[config.mk]
export PLATFORM = sky130hd
export DESIGN_NAME = mandelbrot_pixel_packer_flat
export DESIGN_NICKNAME = d
export VERILOG_FILES = /design/src/rtl/mandelbrot_pixel_packer_if.sv /design/src/rtl/mandelbrot_pixel_packer.sv /design/src/flat_wrapper.sv
export SDC_FILE = /design/constraint.sdc
export NUM_CORES = 1
export LEC_CHECK = 0
export ABC_AREA = 1
export CAP_MARGIN = 20
export CELL_PAD_IN_SITES_DETAIL_PLACEMENT = 1
export CELL_PAD_IN_SITES_GLOBAL_PLACEMENT = 1
export CORE_MARGIN = 2
export CORE_UTILIZATION = 40
export CTS_CLUSTER_DIAMETER = 150
export CTS_CLUSTER_SIZE = 25
export DETAILED_ROUTE_END_ITERATION = 16
export PLACE_DENSITY_LB_ADDON = 0.1
export SLEW_MARGIN = 20
export SYNTH_ARGS = -nofsm -noshare
export SYNTH_HDL_FRONTEND = slang
export SYNTH_SLANG_ARGS = --single-unit
[constraint.sdc]
create_clock -name clk -period 2.6 [get_ports clk]
set_input_delay 0.65 -clock clk [delete_from_list [all_inputs] [get_ports clk]]
set_output_delay 0.65 -clock clk [all_outputs]
set_load 0.005 [all_outputs]
[src/rtl/mandelbrot_pixel_packer_if.sv]
// Byte stream leaving the pixel packer: packed nibble pairs with a
// start-of-frame flag on a valid/ready handshake.
interface mandelbrot_pixel_packer_if;
    logic [7:0] out_data;
    logic       out_sof;
    logic       out_valid;
    logic       out_ready;

    modport master (output out_data, output out_sof, output out_valid, input out_ready);
    modport slave  (input out_data, input out_sof, input out_valid, output out_ready);
endinterface

[src/rtl/mandelbrot_pixel_packer.sv]
// Paces the Mandelbrot core one pixel at a time, packs two 4-bit iteration
// counts per byte into a show-ahead FIFO and streams bytes out.
module mandelbrot_pixel_packer #(
    parameter int DEPTH  = 4,
    parameter int PIXELS = 76800,
    parameter int PCW    = $clog2(PIXELS + 1)
) (
    input  logic                             clk,
    input  logic                             rst_n,
    input  logic                             enable,
    input  logic                             core_running,
    input  logic [3:0]                       ctr_in,
    output logic                             run,
    output logic                             frame_done,
    output logic                             busy,
    mandelbrot_pixel_packer_if.master        out_if
);
    localparam int AW = $clog2(DEPTH);
    localparam int CW = AW + 1;
    localparam logic [CW-1:0]  DEPTH_C  = CW'(DEPTH);
    localparam logic [PCW-1:0] LAST_PIX = PCW'(PIXELS - 1);

    typedef enum logic [2:0] {
        S_IDLE,
        S_ISSUE,
        S_WAIT,
        S_BUSY,
        S_FLUSH
    } state_t;

    state_t         state_q, state_d;
    logic [PCW-1:0] pix_cnt_q, pix_cnt_d;
    logic [3:0]     half_q, half_d;
    logic           half_valid_q, half_valid_d;
    logic           sof_pending_q, sof_pending_d;
    logic           l_running_q, l_running_d;
    logic           run_q, run_d;
    logic           frame_done_q, frame_done_d;
    logic [AW-1:0]  wr_ptr_q, wr_ptr_d;
    logic [AW-1:0]  rd_ptr_q, rd_ptr_d;
    logic [CW-1:0]  count_q, count_d;

    logic           done;
    logic           push;
    logic           pop;
    logic [7:0]     push_data;
    logic           push_sof;
    logic [8:0]     entry_rd [DEPTH];

    // A pixel has finished in the cycle the core's busy flag falls.
    assign l_running_d = core_running;
    assign done        = l_running_q && !core_running;
    assign pop         = out_if.out_ready && (count_q != '0);

    always_comb begin
        state_d       = state_q;
        pix_cnt_d     = pix_cnt_q;
        half_d        = half_q;
        half_valid_d  = half_valid_q;
        sof_pending_d = sof_pending_q;
        run_d         = 1'b0;
        frame_done_d  = 1'b0;
        push          = 1'b0;
        push_data     = 8'h00;
        push_sof      = 1'b0;
        case (state_q)
            S_IDLE: begin
                if (enable) begin
                    state_d       = S_ISSUE;
                    pix_cnt_d     = '0;
                    half_valid_d  = 1'b0;
                    sof_pending_d = 1'b1;
                end
            end
            S_ISSUE: begin
                // A paused frame stays here; only an untouched frame may return to IDLE.
                if (!enable) begin
                    if (pix_cnt_q == '0) begin
                        state_d = S_IDLE;
                    end
                end else if (!core_running && (count_q < DEPTH_C)) begin
                    run_d   = 1'b1;
                    state_d = S_WAIT;
                end
            end
            S_WAIT: begin
                if (core_running) begin
                    state_d = S_BUSY;
                end
            end
            S_BUSY: begin
                if (done) begin
                    pix_cnt_d = pix_cnt_q + PCW'(1);
                    if (half_valid_q) begin
                        push          = 1'b1;
                        push_data     = {ctr_in, half_q};
                        push_sof      = sof_pending_q;
                        sof_pending_d = 1'b0;
                        half_valid_d  = 1'b0;
                    end else begin
                        half_d       = ctr_in;
                        half_valid_d = 1'b1;
                    end
                    state_d = (pix_cnt_q == LAST_PIX) ? S_FLUSH : S_ISSUE;
                end
            end
            S_FLUSH: begin
                // Pulse frame_done in the cycle right after the FIFO drains.
                if (half_valid_q) begin
                    push          = 1'b1;
                    push_data     = {4'h0, half_q};
                    push_sof      = sof_pending_q;
                    sof_pending_d = 1'b0;
                    half_valid_d  = 1'b0;
                end else if ((count_q == '0) || ((count_q == CW'(1)) && pop)) begin
                    frame_done_d = 1'b1;
                    state_d      = S_IDLE;
                end
            end
            default: state_d = S_IDLE;
        endcase
    end

    always_comb begin
        wr_ptr_d = wr_ptr_q;
        rd_ptr_d = rd_ptr_q;
        count_d  = count_q;
        if (push) begin
            wr_ptr_d = wr_ptr_q + AW'(1);
        end
        if (pop) begin
            rd_ptr_d = rd_ptr_q + AW'(1);
        end
        case ({push, pop})
            2'b10:   count_d = count_q + CW'(1);
            2'b01:   count_d = count_q - CW'(1);
            default: count_d = count_q;
        endcase
    end

    for (genvar gi = 0; gi < DEPTH; gi++) begin : g_entry
        logic [8:0] entry_q, entry_d;

        always_comb begin
            entry_d = entry_q;
            if (push && (wr_ptr_q == AW'(gi))) begin
                entry_d = {push_sof, push_data};
            end
        end

        always_ff @(posedge clk or negedge rst_n) begin
            if (!rst_n) begin
                entry_q <= '0;
            end else begin
                entry_q <= entry_d;
            end
        end

        assign entry_rd[gi] = entry_q;
    end

    always_ff @(posedge clk or negedge rst_n) begin
        if (!rst_n) begin
            state_q       <= S_IDLE;
            pix_cnt_q     <= '0;
            half_q        <= '0;
            half_valid_q  <= 1'b0;
            sof_pending_q <= 1'b0;
            l_running_q   <= 1'b0;
            run_q         <= 1'b0;
            frame_done_q  <= 1'b0;
            wr_ptr_q      <= '0;
            rd_ptr_q      <= '0;
            count_q       <= '0;
        end else begin
            state_q       <= state_d;
            pix_cnt_q     <= pix_cnt_d;
            half_q        <= half_d;
            half_valid_q  <= half_valid_d;
            sof_pending_q <= sof_pending_d;
            l_running_q   <= l_running_d;
            run_q         <= run_d;
            frame_done_q  <= frame_done_d;
            wr_ptr_q      <= wr_ptr_d;
            rd_ptr_q      <= rd_ptr_d;
            count_q       <= count_d;
        end
    end

    assign run                              = run_q;
    assign frame_done                       = frame_done_q;
    assign busy                             = (state_q != S_IDLE);
    assign out_if.out_valid                 = (count_q != '0);
    assign {out_if.out_sof, out_if.out_data} = entry_rd[rd_ptr_q];
endmodule

[src/flat_wrapper.sv]
// flat-port wrapper written by rule: the top's interface ports become plain ports
module mandelbrot_pixel_packer_flat 
#(
    parameter int DEPTH  = 4,
    parameter int PIXELS = 76800,
    parameter int PCW    = $clog2(PIXELS + 1)
)
  (clk, rst_n, enable, core_running, ctr_in, run, frame_done, busy, out_if_out_data, out_if_out_sof, out_if_out_valid, out_if_out_ready);
  mandelbrot_pixel_packer_if out_if_i ();
  input  logic clk;
  input  logic rst_n;
  input  logic enable;
  input  logic core_running;
  input  logic [3:0] ctr_in;
  output logic run;
  output logic frame_done;
  output logic busy;
  output wire logic [$bits(out_if_i.out_data)-1:0] out_if_out_data;
  output wire logic [$bits(out_if_i.out_sof)-1:0] out_if_out_sof;
  output wire logic [$bits(out_if_i.out_valid)-1:0] out_if_out_valid;
  input wire logic [$bits(out_if_i.out_ready)-1:0] out_if_out_ready;
  assign out_if_out_data = out_if_i.out_data;
  assign out_if_out_sof = out_if_i.out_sof;
  assign out_if_out_valid = out_if_i.out_valid;
  assign out_if_i.out_ready = out_if_out_ready;
  mandelbrot_pixel_packer #(.DEPTH(DEPTH), .PIXELS(PIXELS), .PCW(PCW)) u_core (.clk(clk), .rst_n(rst_n), .enable(enable), .core_running(core_running), .ctr_in(ctr_in), .run(run), .frame_done(frame_done), .busy(busy), .out_if(out_if_i));
endmodule
## Word-level counts from Yosys, hierarchy flattened

Cells that the tools add are included.

- Mux-type cells: 41
- $add $sub $neg: 5
- Equal/unequal tests: 18
- Bitwise gates (word level): 2
- Reductions and logical operators: 23
- $lt $le $gt $ge: 2

Operators with widths:

| cell | count |
|---|---|
| $mux 17 | 2 |
| $pmux 17 s2 | 1 |
| $mux 3 | 9 |
| $bmux 9 s2 | 1 |
| $mux 9 | 2 |
| $add 17x1->17 const B | 1 |
| $eq 17x17->1 const B | 1 |
| $logic_not 17->1 | 1 |
| $mux 1 | 16 |
| $mux 8 | 2 |
| $pmux 8 s2 | 1 |
| $pmux 3 s5 | 1 |
| $reduce_and 3->1 | 3 |
| $reduce_bool 3->1 | 3 |
| $logic_and 1x1->1 | 8 |
| $reduce_and 7->1 | 1 |
| $eq 2x2->1 const B | 3 |
| $eq 3x1->1 const B | 2 |
| $eq 3x2->1 const B | 2 |
| $logic_not 3->1 | 2 |
| $ne 2x2->1 const B | 3 |
| $ne 3x2->1 const B | 2 |
| $pmux 1 s3 | 2 |
| $pmux 3 s2 | 1 |
| 16 further kinds | 21 |

- Register bits: 72
- Bits of input ports: 9
- Output and inout bits: 13
- Logic and storage cells: 106

## Longest topological paths before layout

Gate-level depths: netlist (run 1).

- Depth after elaboration: 7
- Mapped depth: 13
- Gate-level depth less buffers: 12

## Worst setup path after synthesis (run 1)

No wires, ideal clock.

- Path type: input port to flip-flop
- Start point: input core_running
- End point: register u_core.count_q[2]
- Setup time: 118 ps
- Slack: 575 ps
- Stages: 12
- Buffers on the path: 1
- Arrival: 1,907 ps
- Required time: 2,482 ps
- Path through: inv_1 > nand2_1 > inv_1 > nand3_2 > o21ai_2 > buf_6 > inv_1 > ha_1 > nor2_1 > o21ai_0 > xor2_1 > inv_1

- Word-level cells in the longest chain between the ends: 6
- Elaborated cells between the ends (all ways): 8
- Those cells by class: eq/ne (2); mux (3); reduce/logical (3)

RTL lines:

| item | line | text |
|---|---|---|
| start: declaration | flat_wrapper.sv:13 | `input logic core_running;` |
| $logic_not 1->1 * | mandelbrot_pixel_packer.sv:52 | `assign done = l_running_q && !core_running;` |
| $logic_and 1x1->1 * | mandelbrot_pixel_packer.sv:52 |  |
| $mux 1 * | mandelbrot_pixel_packer.sv:92 | `if (done) begin` |
| $pmux 1 s2 * | mandelbrot_pixel_packer.sv:66 | `case (state_q)` |
| $eq 2x1->1 or $eq 2x2->1 (tied branches) | mandelbrot_pixel_packer.sv:134 | `case ({push, pop})` |
| $pmux 3 s2 or $reduce_bool 2->1 (tied branches) | - |  |
| end signal: assignment | mandelbrot_pixel_packer.sv:186 | `count_q <= count_d;` |
| end: declaration | mandelbrot_pixel_packer.sv:41 | `logic [CW-1:0] count_q, count_d;` |

Mark *: on every way between the ends. The rest lies on a longest branch, timed or not.
A chain may end at the register's enable or synchronous reset.

## Final worst setup path (run 1)

- Start point: register u_core.rd_ptr_q[0]
- End point: output out_if_out_data[0]

- Word-level cells in the longest chain between the ends: 4

RTL lines:

| item | line | text |
|---|---|---|
| start: declaration | mandelbrot_pixel_packer.sv:40 | `logic [AW-1:0] rd_ptr_q, rd_ptr_d;` |
| start signal: assignment | mandelbrot_pixel_packer.sv:185 | `rd_ptr_q <= rd_ptr_d;` |
| $not 2->3 (not written as such) | mandelbrot_pixel_packer.sv:194 | `assign {out_if.out_sof, out_if.out_data} = entry_rd[rd_ptr_q];` |
| $bmux 9 s2 | mandelbrot_pixel_packer.sv:194 |  |
| $mux 9 (not written as such) (2 in a row) | mandelbrot_pixel_packer.sv:194 |  |
| end: declaration | flat_wrapper.sv:18 | `output wire logic [$bits(out_if_i.out_data)-1:0] out_if_out_data;` |

No other way between the ends. The select of a mux whose other input is x is not followed.

==> results of run 1 <==
-- layer usage --
| metal | GRT usage [%] | vias up | routed length, µm |
|---|---|---|---|
| li1 | - | 1619 | - |
| met1 | 28.5 | 1637 | 4710 |
| met2 | 38.1 | 35 | 5290 |
| met3 | 2.70 | 8 | 194 |
| met4 | 5.37 | 0 | 84 |
| met5 | 0 | - | 0 |
-- worst paths after layout --
check | from | to | slack [ns] | depth (start not counted)
worst max-delay path | u_core.rd_ptr_q[0]$_DFFE_PN0P_ | out_if_out_data[0] | 0.1 | 5
worst min-delay path | rst_n | u_core.g_entry[3].entry_q[7]$_DFFE_PN0P_ | 0.23 | 1
worst max register to register | u_core.count_q[1]$_DFFE_PN0P_ | u_core.count_q[2]$_DFFE_PN0P_ | 0.54 | 11
worst min register to register | u_core.g_entry[2].entry_q[1]$_DFFE_PN0P_ | u_core.g_entry[2].entry_q[1]$_DFFE_PN0P_ | 0.49 | 2
max in group asynchronous | rst_n | u_core.rd_ptr_q[0]$_DFFE_PN0P_ | 1.77 | 2
min in group clk | u_core.g_entry[2].entry_q[1]$_DFFE_PN0P_ | u_core.g_entry[2].entry_q[1]$_DFFE_PN0P_ | 0.49 | 2
-- timing repair --
| action | in CTS | in global routing |
|---|---|---|
| endpoints found under the setup margin | 9 | 5 |
| cloned | 0 | 0 |
| buffers inserted | 0 | 1 |
| gates resized for setup | 3 | 0 |
| hold buffers | 0 | 0 |
-- area by class of cell --
type / instances / area, µm² / share of cell area [%]
clock buffers: 9 / 124 / 2.85
clock inverters: 7 / 95.1 / 2.19
inverters: 41 / 154 / 3.54
multi-input cells: 355 / 1740 / 40.0
flip-flops and latches: 72 / 1800 / 41.4
well taps: 111 / 139 / 3.19
repair buffers: 29 / 297 / 6.81
-- cell usage in the layout (no fill, tap or decap), types with 2 or more instances in the layout --
cell type,netlist,final
dfrtp_1,72,71
o21ai_0,46,46
inv_1,40,39
ha_1,11,11
buf_4,1,6
clkdlybuf4s50_1,0,20
a21oi_1,6,6
xor2_1,3,3
nand3_1,25,25
clkbuf_8,0,9
nand2_1,119,119
and2_1,2,2
o22ai_1,9,9
nand2_2,9,9
o21ai_1,25,25
mux2_2,4,4
buf_12,0,2
nor2_2,2,2
o21bai_1,2,2
bufinv_16,0,2
xnor2_1,2,2
or2_2,2,2
nor2_1,68,68
clkinv_2,0,2
nand4_1,12,12
nor3_1,4,4
-- sequential cells by signal (all words and copies together) (netlist names), 2 cells and up --
name	count
u_core.g_entry.entry_q	36
u_core.wr_ptr_q	2
u_core.rd_ptr_q	2
u_core.pix_cnt_q	17
u_core.count_q	3
u_core.state_q	3
u_core.half_q	4
-- report_power, final --
group | switching, mW | internal (mW) | total [mW] | leakage (nW)
sequential | 0.215 | 1.37 | 1.58 | 0.966
clock | 0.448 | 0.542 | 0.990 | 0.110
combinational | 1.04 | 0.723 | 1.76 | 0.913
total | 1.70 | 2.63 | 4.34 | 1.99
-- cells by family after synthesis --
family,after synthesis
simple gates,246
xor+xnor,5
compound gates,89
fa+ha+maj,11
mux,4
buf+inv,49
flops,72
-- worst max-delay path, stage by stage (launching register included) --
cell and delay (ns):
dfrtp_2 0.45, clkinv_1 0.08, buf_6 0.18, o21ai_0 0.13
o22ai_1 0.15, clkdlybuf4s50_1 0.52
==> flow_summary.ini, run 1 <==
[outcome]
status = completed

[route]
vias = 3299
initialDrtViolationCount = 92
viasPerCell = 5.29
wire_per_inst_um = 16.5
drc = 0
dr.pass1.iters = 4
ant_nets = 0
wirelength_um = 10300

[die]
die_area_mm2 = 0.0101
die_w_um = 101
rows = 35
core_mm2 = 0.00915
initial_core_util_pct = 40.9
pin_count = 22
die_h_um = 101

[synthesis]
async_reset_ff_share_pct = 100
syn_area_mm2 = 0.00374
ys.flop_type = dfrtp_1
synth_top_family_by_area = simple AND/OR/NAND/NOR gates
synth-xor-area-share_pct = 1.17
synthTopCellsByArea = dfrtp_1 48%, nand2_1 12%, nor2_1 6.8%
synth_edf_count = 0
syn_inst = 476
ys_seq_area_share_pct = 48.2
synth_mux_area_share_pct = 1.20
yosysWarnings = 0
synth_nets = 496
yosysTopAreaCell = dfrtp_1
yosys.cell_count.top_type = nand2_1
synth_seq_cells = 72
avgSynthCellArea_um2 = 7.86
synth_cell_types = 29
synth_top_area_share_pct = 48.2
synth-compound-area-share_pct = 12.4
synth_adder_area_share_pct = 3.68
yosys-top-cells-count = 119 x nand2_1, 72 x dfrtp_1, 68 x nor2_1, 46 x o21ai_0, 40 x inv_1
synth-simple-area-share_pct = 28.0

[layout]
instances_no_fill = 624
nNetsFinal = 528
drive_gt1_share_pct = 9.36
fillers = 1153
fin_area_mm2 = 0.00435
n_antenna_cell = 0
areaGrowthSynthToFinish_pct = 16.4
final_core_util_pct = 47.5

[placement]
pre_cts_slack_ns = 0.134
hpwl_um = 7320
gp_congestion = 0.793
portBuffers = 21
placed_area_mm2 = 0.00412
place_inst = 607

[critical_path]
crit_arrival_ns = 1.85
startpoint_type = register
worstPathRequired_ns = 1.95
critPathCaptureType = primary output
crit_type = register to primary output
critical_path.max_fanout = 18

[pwr]
p_leak_nw = 1.99
power_mw = 4.34
pwr_density_cell_mw_per_mm2 = 996
peakVddDrop_mv = 0.476

[clock_tree]
cts_tree = built
clockBufferDepth = 2
clock-root-buffer = clkbuf_8
cts.sinks = 72
clk_pin_slew_ns = 0.08
clk_latency_ns = 0.34
cts_buffers = 9
cts_max_level = 3

[job]
cap_violations = 0

[grt]
grt_overflow_total = 0
grtUsageTotal_pct = 21.7
grt_pass1_vias = 3352
grt_pass1_wl_um = 17000
antenna_found_initial = 0
grt_start_max_net_pins = 47

[timing]
fin_crit_ns = 2.50
fmax_mhz = 400
timing.final.crit_share_pct = 96.3
hold-worst-slack_ns = 0.231
clock_skew_ns = 0.00512
tightestPinTransition_ns = 0.469
fin_ws_ns = 0.0969
setup_violations = 0
slew_headroom_pct = 68.6
rsz0062_at_grt = no
hold_violations = 0
final-max-slew-violation-count = 0
tns_ns = 0

[hold_path]
min_path_type = primary input to async pin
(Power assumes the default switching activity.)
==> run 2: changes to the inputs <==
--- a/config.mk
+++ b/config.mk
@@ -5,7 +5,6 @@
 export SDC_FILE = /design/constraint.sdc
 export NUM_CORES = 1
 export LEC_CHECK = 0
-export ABC_AREA = 1
 export CAP_MARGIN = 20
 export CELL_PAD_IN_SITES_DETAIL_PLACEMENT = 1
 export CELL_PAD_IN_SITES_GLOBAL_PLACEMENT = 1
@@ -15,6 +14,8 @@
 export CTS_CLUSTER_SIZE = 25
 export DETAILED_ROUTE_END_ITERATION = 16
 export PLACE_DENSITY_LB_ADDON = 0.1
+export SETUP_SLACK_MARGIN = 0.1
+export SKIP_LAST_GASP = 1
 export SLEW_MARGIN = 20
 export SYNTH_ARGS = -nofsm -noshare
 export SYNTH_HDL_FRONTEND = slang
==> run 2 against run 1 <==
Effect of this change: combinational power fell by 21%; non-clock buffer count grew 14; sequential share of layout area increased by 1.0 points; via count shrank 22%; worst hold slack improved by 0.076 ns; synthesized area decreased by 4.7%; critical path type unchanged; cell area is 2.3% lower; die area is 4.5% lower; core utilization is 1.5 points higher; critical path depth decreased by 2; register-to-register slack worse by 0.06 ns; critical endpoint is now out_if_out_sof.
==> flow_summary.ini, run 2 <==
[placement]
place_inst = 428
hpwl_um = 5730
portBuffers = 21
gp_congestion = 0.783

[synthesis]
avgSynthCellArea_um2 = 12.0
synth_adder_area_share_pct = 3.86
ys.flop_type = dfrtp_1
synth_top_area_share_pct = 50.5
yosysWarnings = 0
ys_seq_area_share_pct = 50.5
yosysTopAreaCell = dfrtp_1
yosys-top-cells-count = 72 x dfrtp_1, 25 x mux2_2, 16 x a32o_1, 14 x a21oi_1, 14 x nand2_1
synthTopCellsByArea = dfrtp_1 51%, mux2_2 7.9%, mux4_2 5.7%
synth-simple-area-share_pct = 12.6
synth_cell_types = 49
yosys.cell_count.top_type = dfrtp_1
synth_mux_area_share_pct = 13.9
synth_seq_cells = 72
syn_area_mm2 = 0.00357
synth_top_family_by_area = multiplexers
async_reset_ff_share_pct = 100
synth-compound-area-share_pct = 12.9
syn_inst = 298
synth-xor-area-share_pct = 2.46
synth_edf_count = 0
synth_nets = 318

[grt]
grt_start_max_net_pins = 73
grt_pass1_wl_um = 14200
grtUsageTotal_pct = 18.5
grt_pass1_vias = 2752
grt_overflow_total = 0
antenna_found_initial = 0

[layout]
top_register = u_core.g_entry.entry_q
instances_no_fill = 449
final_cell_mix = 69 x dfrtp_1, 25 x mux2_2, 20 x buf_4, 16 x a32o_1
drive_gt1_share_pct = 24.3
n_antenna_cell = 0
final_common_cell = dfrtp_1
nNetsFinal = 356
largest_register_ff_count = 36
areaGrowthSynthToFinish_pct = 19.3
reg.largest.list = u_core.g_entry.entry_q: 36 flops, u_core.pix_cnt_q: 17 flops, u_core.half_q: 4 flops

[timing]
fin_crit_ns = 2.50
hold_violations = 0
slew_headroom_pct = 55.6
setup_violations = 0
tns_ns = 0
timing.final.crit_share_pct = 96.0
rsz0062_at_grt = yes
final-max-slew-violation-count = 0
tightestPinTransition_ns = 0.666
fmax_mhz = 401
clock_skew_ns = 0.0102

[route]
wire_per_inst_um = 18.6
vias = 2560
initialDrtViolationCount = 55
ant_nets = 0
dr.pass1.iters = 4
viasPerCell = 5.70
drc = 0
wirelength_um = 8330

[die]
initial_core_util_pct = 41.1
die_w_um = 98.4
pin_count = 22
die_area_mm2 = 0.00969
die_h_um = 98.4
core_mm2 = 0.00868
rows = 34

[critical_path]
crit_chain = buf_12 -> mux4_2 -> clkdlybuf4s50_1
crit_arrival_ns = 1.85
slowest_stage = mux4_2
worstPathRequired_ns = 1.95
critical_path.max_fanout = 9
cp_slowest_stage_delay_ns = 0.51
rr_startpoint = u_core.state_q[0]$_DFFE_PN0P_
startpoint_type = register
startpoint = u_core.rd_ptr_q[0]$_DFFE_PN0P_
critPathCaptureType = primary output
crit_type = register to primary output

[pwr]
netSwitchingPower_mw = 1.39
power_mw = 4.21
combinationalPowerShare_pct = 32.9
pwr-share-clk_pct = 23.9
pwr_density_cell_mw_per_mm2 = 990
switching_share_pct = 33.1
internal_power_mw = 2.82
p_leak_nw = 1.92
seq_power_share_pct = 43.2
peakVddDrop_mv = 0.358

[clock_tree]
cts.sinks = 72
clk_pin_slew_ns = 0.09
clockBufferDepth = 2
cts_buffers = 9
cts_tree = built
clk_latency_ns = 0.36
clock-root-buffer = clkbuf_8
cts_max_level = 3

[job]
cap_violations = 0

[outcome]
status = completed

[hold_path]
min_path_type = primary input to async pin
-- run 2: what timing repair did --
action                                  CTS  global route
setup buffers                             1             4
gates resized for setup                   4             9
endpoints found under the setup margin    9            10
hold buffers                              0             0
-- run 2: kinds of logic (layout without fill, tap and decap cells) --
logic type | count (synthesis) | in the layout
and+or+nand+nor | 79 | 79
buffers and inverters | 29 | 72
muxes | 35 | 35
DFF | 72 | 72
xor gates and xnor gates | 10 | 10
AOI/OAI and AO/OA | 62 | 62
adders and majority gates | 11 | 11
-- run 2: final timing paths --
path | to | slack (ns) | cells after the start
worst max-delay path | out_if_out_sof | 0.10 | 3
worst min-delay path | u_core.g_entry[1].entry_q[4]$_DFFE_PN0P_ | 0.31 | 2
worst max register to register | u_core.g_entry[0].entry_q[2]$_DFFE_PN0P_ | 0.48 | 5
worst min register to register | u_core.state_q[1]$_DFFE_PN0P_ | 0.48 | 1
max in group asynchronous | u_core.state_q[1]$_DFFE_PN0P_ | 1.95 | 2
min in group clk | u_core.state_q[1]$_DFFE_PN0P_ | 0.48 | 1
-- run 2: through the flow --
| stage | hold slack, ns | worst slack (ns) | utilization (%) | instance area, µm² |
|---|---|---|---|---|
| 2_1_floorplan | 0.354 | 0.486 | - | 3570 |
| 3_3_place_gp | 0.469 | 0.0131 | 45.6 | 3960 |
| 3_5_place_dp | 0.477 | -0.00139 | 45.6 | 3960 |
| 4_1_cts | 0.320 | 0.0469 | 48.4 | 4200 |
| 5_1_grt | 0.341 | 0.0490 | 49.0 | 4250 |
| 6_report | 0.307 | 0.105 | 49.0 | 4250 |
-- run 2: power groups by stage --
| stage | combinational [mW] | clock (mW) | sequential [mW] |
|---|---|---|---|
| after floorplan | 0.989 | 0 | 1.66 |
| after global placement | 1.31 | 0 | 1.81 |
| after detailed placement | 1.35 | 0 | 1.83 |
| after CTS | 1.39 | 1.04 | 1.82 |
| after global routing | 1.55 | 1.08 | 1.89 |
| final | 1.39 | 1.01 | 1.82 |
-- run 2: final cells by class --
type,count,area [µm²]
repair buffers,43,413
inverters,13,48.8
flip-flops and latches,72,1810
well taps,108,135
multi-input cells,197,1630
fillers,919,4430
clock inverters,6,92.6
clock buffers,10,128
-- run 2: routing by layer --
layer,GRT usage [%],part of all wire (%),vias to the layer above
li1,-,-,1202
met1,24.1,47,1315
met2,30.9,49,31
met3,4.18,2.7,12
met4,5.80,1.6,0
met5,0,0,-
-- run 2: critical path: cells and delay by family (launching register included) --
family	cells	cell delay, ns
DFF	1	0.38
buffers and inverters	2	0.60
muxes	1	0.51
==> run 3: changes to the inputs <==
--- a/config.mk
+++ b/config.mk
@@ -10,7 +10,6 @@
 export CELL_PAD_IN_SITES_GLOBAL_PLACEMENT = 1
 export CORE_MARGIN = 2
 export CORE_UTILIZATION = 40
-export CTS_CLUSTER_DIAMETER = 150
 export CTS_CLUSTER_SIZE = 25
 export DETAILED_ROUTE_END_ITERATION = 16
 export PLACE_DENSITY_LB_ADDON = 0.1
@@ -20,3 +19,4 @@
 export SYNTH_ARGS = -nofsm -noshare
 export SYNTH_HDL_FRONTEND = slang
 export SYNTH_SLANG_ARGS = --single-unit
+export TNS_END_PERCENT = 10
==> run 3 against run 2 <==
Effect of this change: critical path depth stayed put; highest routed layer unchanged; largest cell class unchanged; combinational power hardly changed; setup slack worse by 0.023 ns; critical path type unchanged; clock-buffer cell count stayed put.
==> flow_summary.ini, run 3 (same netlist as run 2, synthesis figures left out) <==
[outcome]
status = completed

[timing]
fin_ws_ns = 0.0821
fmax_mhz = 397
rsz0062_at_grt = yes
final-max-slew-violation-count = 0
setup_violations = 0
slew_headroom_pct = 55.7
hold-worst-slack_ns = 0.298
tightestPinTransition_ns = 0.665
clock_skew_ns = 0.0105
timing.final.crit_share_pct = 96.8
fin_crit_ns = 2.52
hold_violations = 0

[grt]
grt_start_max_net_pins = 73
grt_overflow_total = 0
antenna_found_initial = 0
grt_pass1_vias = 2752
grt_pass1_wl_um = 14200
grtUsageTotal_pct = 18.5

[clock_tree]
clockBufferDepth = 2
cts_tree = built
clock-root-buffer = clkbuf_8
clk_pin_slew_ns = 0.09
clk_latency_ns = 0.36
cts_buffers = 9
cts.sinks = 72
cts_max_level = 3

[route]
wire_per_inst_um = 18.6
wirelength_um = 8280
viasPerCell = 5.71
initialDrtViolationCount = 49
dr.pass1.iters = 4
vias = 2543
drc = 0
ant_nets = 0

[job]
cap_violations = 0

[critical_path]
worstPathRequired_ns = 1.95
worstSetupEndpoint = out_if_out_sof
r2r_end = u_core.g_entry[0].entry_q[2]$_DFFE_PN0P_
startpoint_type = register
startpoint = u_core.rd_ptr_q[0]$_DFFE_PN0P_
crit_arrival_ns = 1.87
crit_type = register to primary output
critical_path.max_fanout = 10
rr_startpoint = u_core.state_q[0]$_DFFE_PN0P_
critPathCaptureType = primary output
reg2reg_depth = 5
reg2reg_slack_ns = 0.45

[layout]
reg.largest.list = u_core.g_entry.entry_q: 36 flops, u_core.pix_cnt_q: 17 flops, u_core.half_q: 4 flops
final_common_cell = dfrtp_1
areaGrowthSynthToFinish_pct = 17.9
largest_register_ff_count = 36
final_core_util_pct = 48.4
multiInputGateArea_mm2 = 0.00163
n_antenna_cell = 0
top_register = u_core.g_entry.entry_q
fillers = 924
final_cell_mix = 71 x dfrtp_1, 25 x mux2_2, 20 x clkdlybuf4s50_1, 16 x a32o_1, 16 x buf_4
drive_gt1_share_pct = 22.8
nNetsFinal = 352
fin_area_mm2 = 0.00420
register_area_mm2 = 0.00180

[pwr]
pwr-share-clk_pct = 24.1
seq_power_share_pct = 43.5
internal_power_mw = 2.79
pwr_density_cell_mw_per_mm2 = 994
power_mw = 4.18
peakVddDrop_mv = 0.360
switching_share_pct = 33.2
combinationalPowerShare_pct = 32.5
p_leak_nw = 1.78
netSwitchingPower_mw = 1.39

[die]
initial_core_util_pct = 41.1
pin_count = 22
die_w_um = 98.4
die_area_mm2 = 0.00969
die_h_um = 98.4
rows = 34
core_mm2 = 0.00868

[placement]
hpwl_um = 5730
gp_congestion = 0.783
portBuffers = 21
placed_area_mm2 = 0.00396
pre_cts_slack_ns = -0.00139

[hold_path]
min_path_type = primary input to async pin
run 3: cell count changes in the layout (fill, tap and decap cells not counted):
cell / change
buf_4: -4
clkdlybuf4s50_1: +7
dfrtp_1: +2
dfrtp_2: -2
dlymetal6s2s_1: -7
run 3: what timing repair did:
action                                  4_1_cts  5_1_grt
hold buffers                                  0        0
resized for setup                             4        0
buffers inserted                              1        0
endpoints found under the setup margin        9       10
run 3: critical path, stage by stage, from the launching register on:
cell and delay [ns]:
dfrtp_1 0.38, buf_12 0.16, mux4_2 0.52, clkdlybuf4s50_1 0.46
run 3: how the worst min path moves through the flow:
stage / to / cells past startpoint
floorplan: u_core.count_q[0]$_DFFE_PN0P_ / 0
global placement: u_core.g_entry[1].entry_q[5]$_DFFE_PN0P_ / 1
detailed placement: u_core.state_q[1]$_DFFE_PN0P_ / 1
CTS: u_core.g_entry[0].entry_q[4]$_DFFE_PN0P_ / 2
global route: u_core.g_entry[0].entry_q[4]$_DFFE_PN0P_ / 2
finish: u_core.g_entry[1].entry_q[4]$_DFFE_PN0P_ / 2
run 3: power by group through the flow:
| stage | Combinational, mW | Clock (mW) | Sequential, mW |
|---|---|---|---|
| 3_3_place_gp | 1.31 | 0 | 1.81 |
| 5_1_grt | 1.52 | 1.08 | 1.88 |
| 3_5_place_dp | 1.35 | 0 | 1.83 |
| 2_1_floorplan | 0.989 | 0 | 1.66 |
| 6_report | 1.36 | 1.01 | 1.82 |
| 4_1_cts | 1.39 | 1.04 | 1.82 |
run 3: cell type report:
type / instances / area share (%)
Sequential cell: 72 / 42.9
Multi-Input combinational cell: 197 / 38.8
Timing Repair Buffer: 39 / 8.69
Tap cell: 108 / 3.22
Clock buffer: 10 / 3.04
Clock inverter: 6 / 2.20
Inverter: 13 / 1.16
run 3: stage by stage:
| stage | cells | TNS [ns] |
|---|---|---|
| floorplan | 298 | 0 |
| global placement | 428 | 0 |
| detailed placement | 428 | -0.00139 |
| CTS | 445 | 0 |
| global route | 445 | 0 |
| finish | 445 | 0 |
run 3: metal layers:
metal	vias to the layer above	wire length [µm]	track usage, %
li1	1192	-	-
met1	1305	3850	24.1
met2	33	4040	30.9
met3	13	245	4.18
met4	0	139	5.80
met5	-	0	0
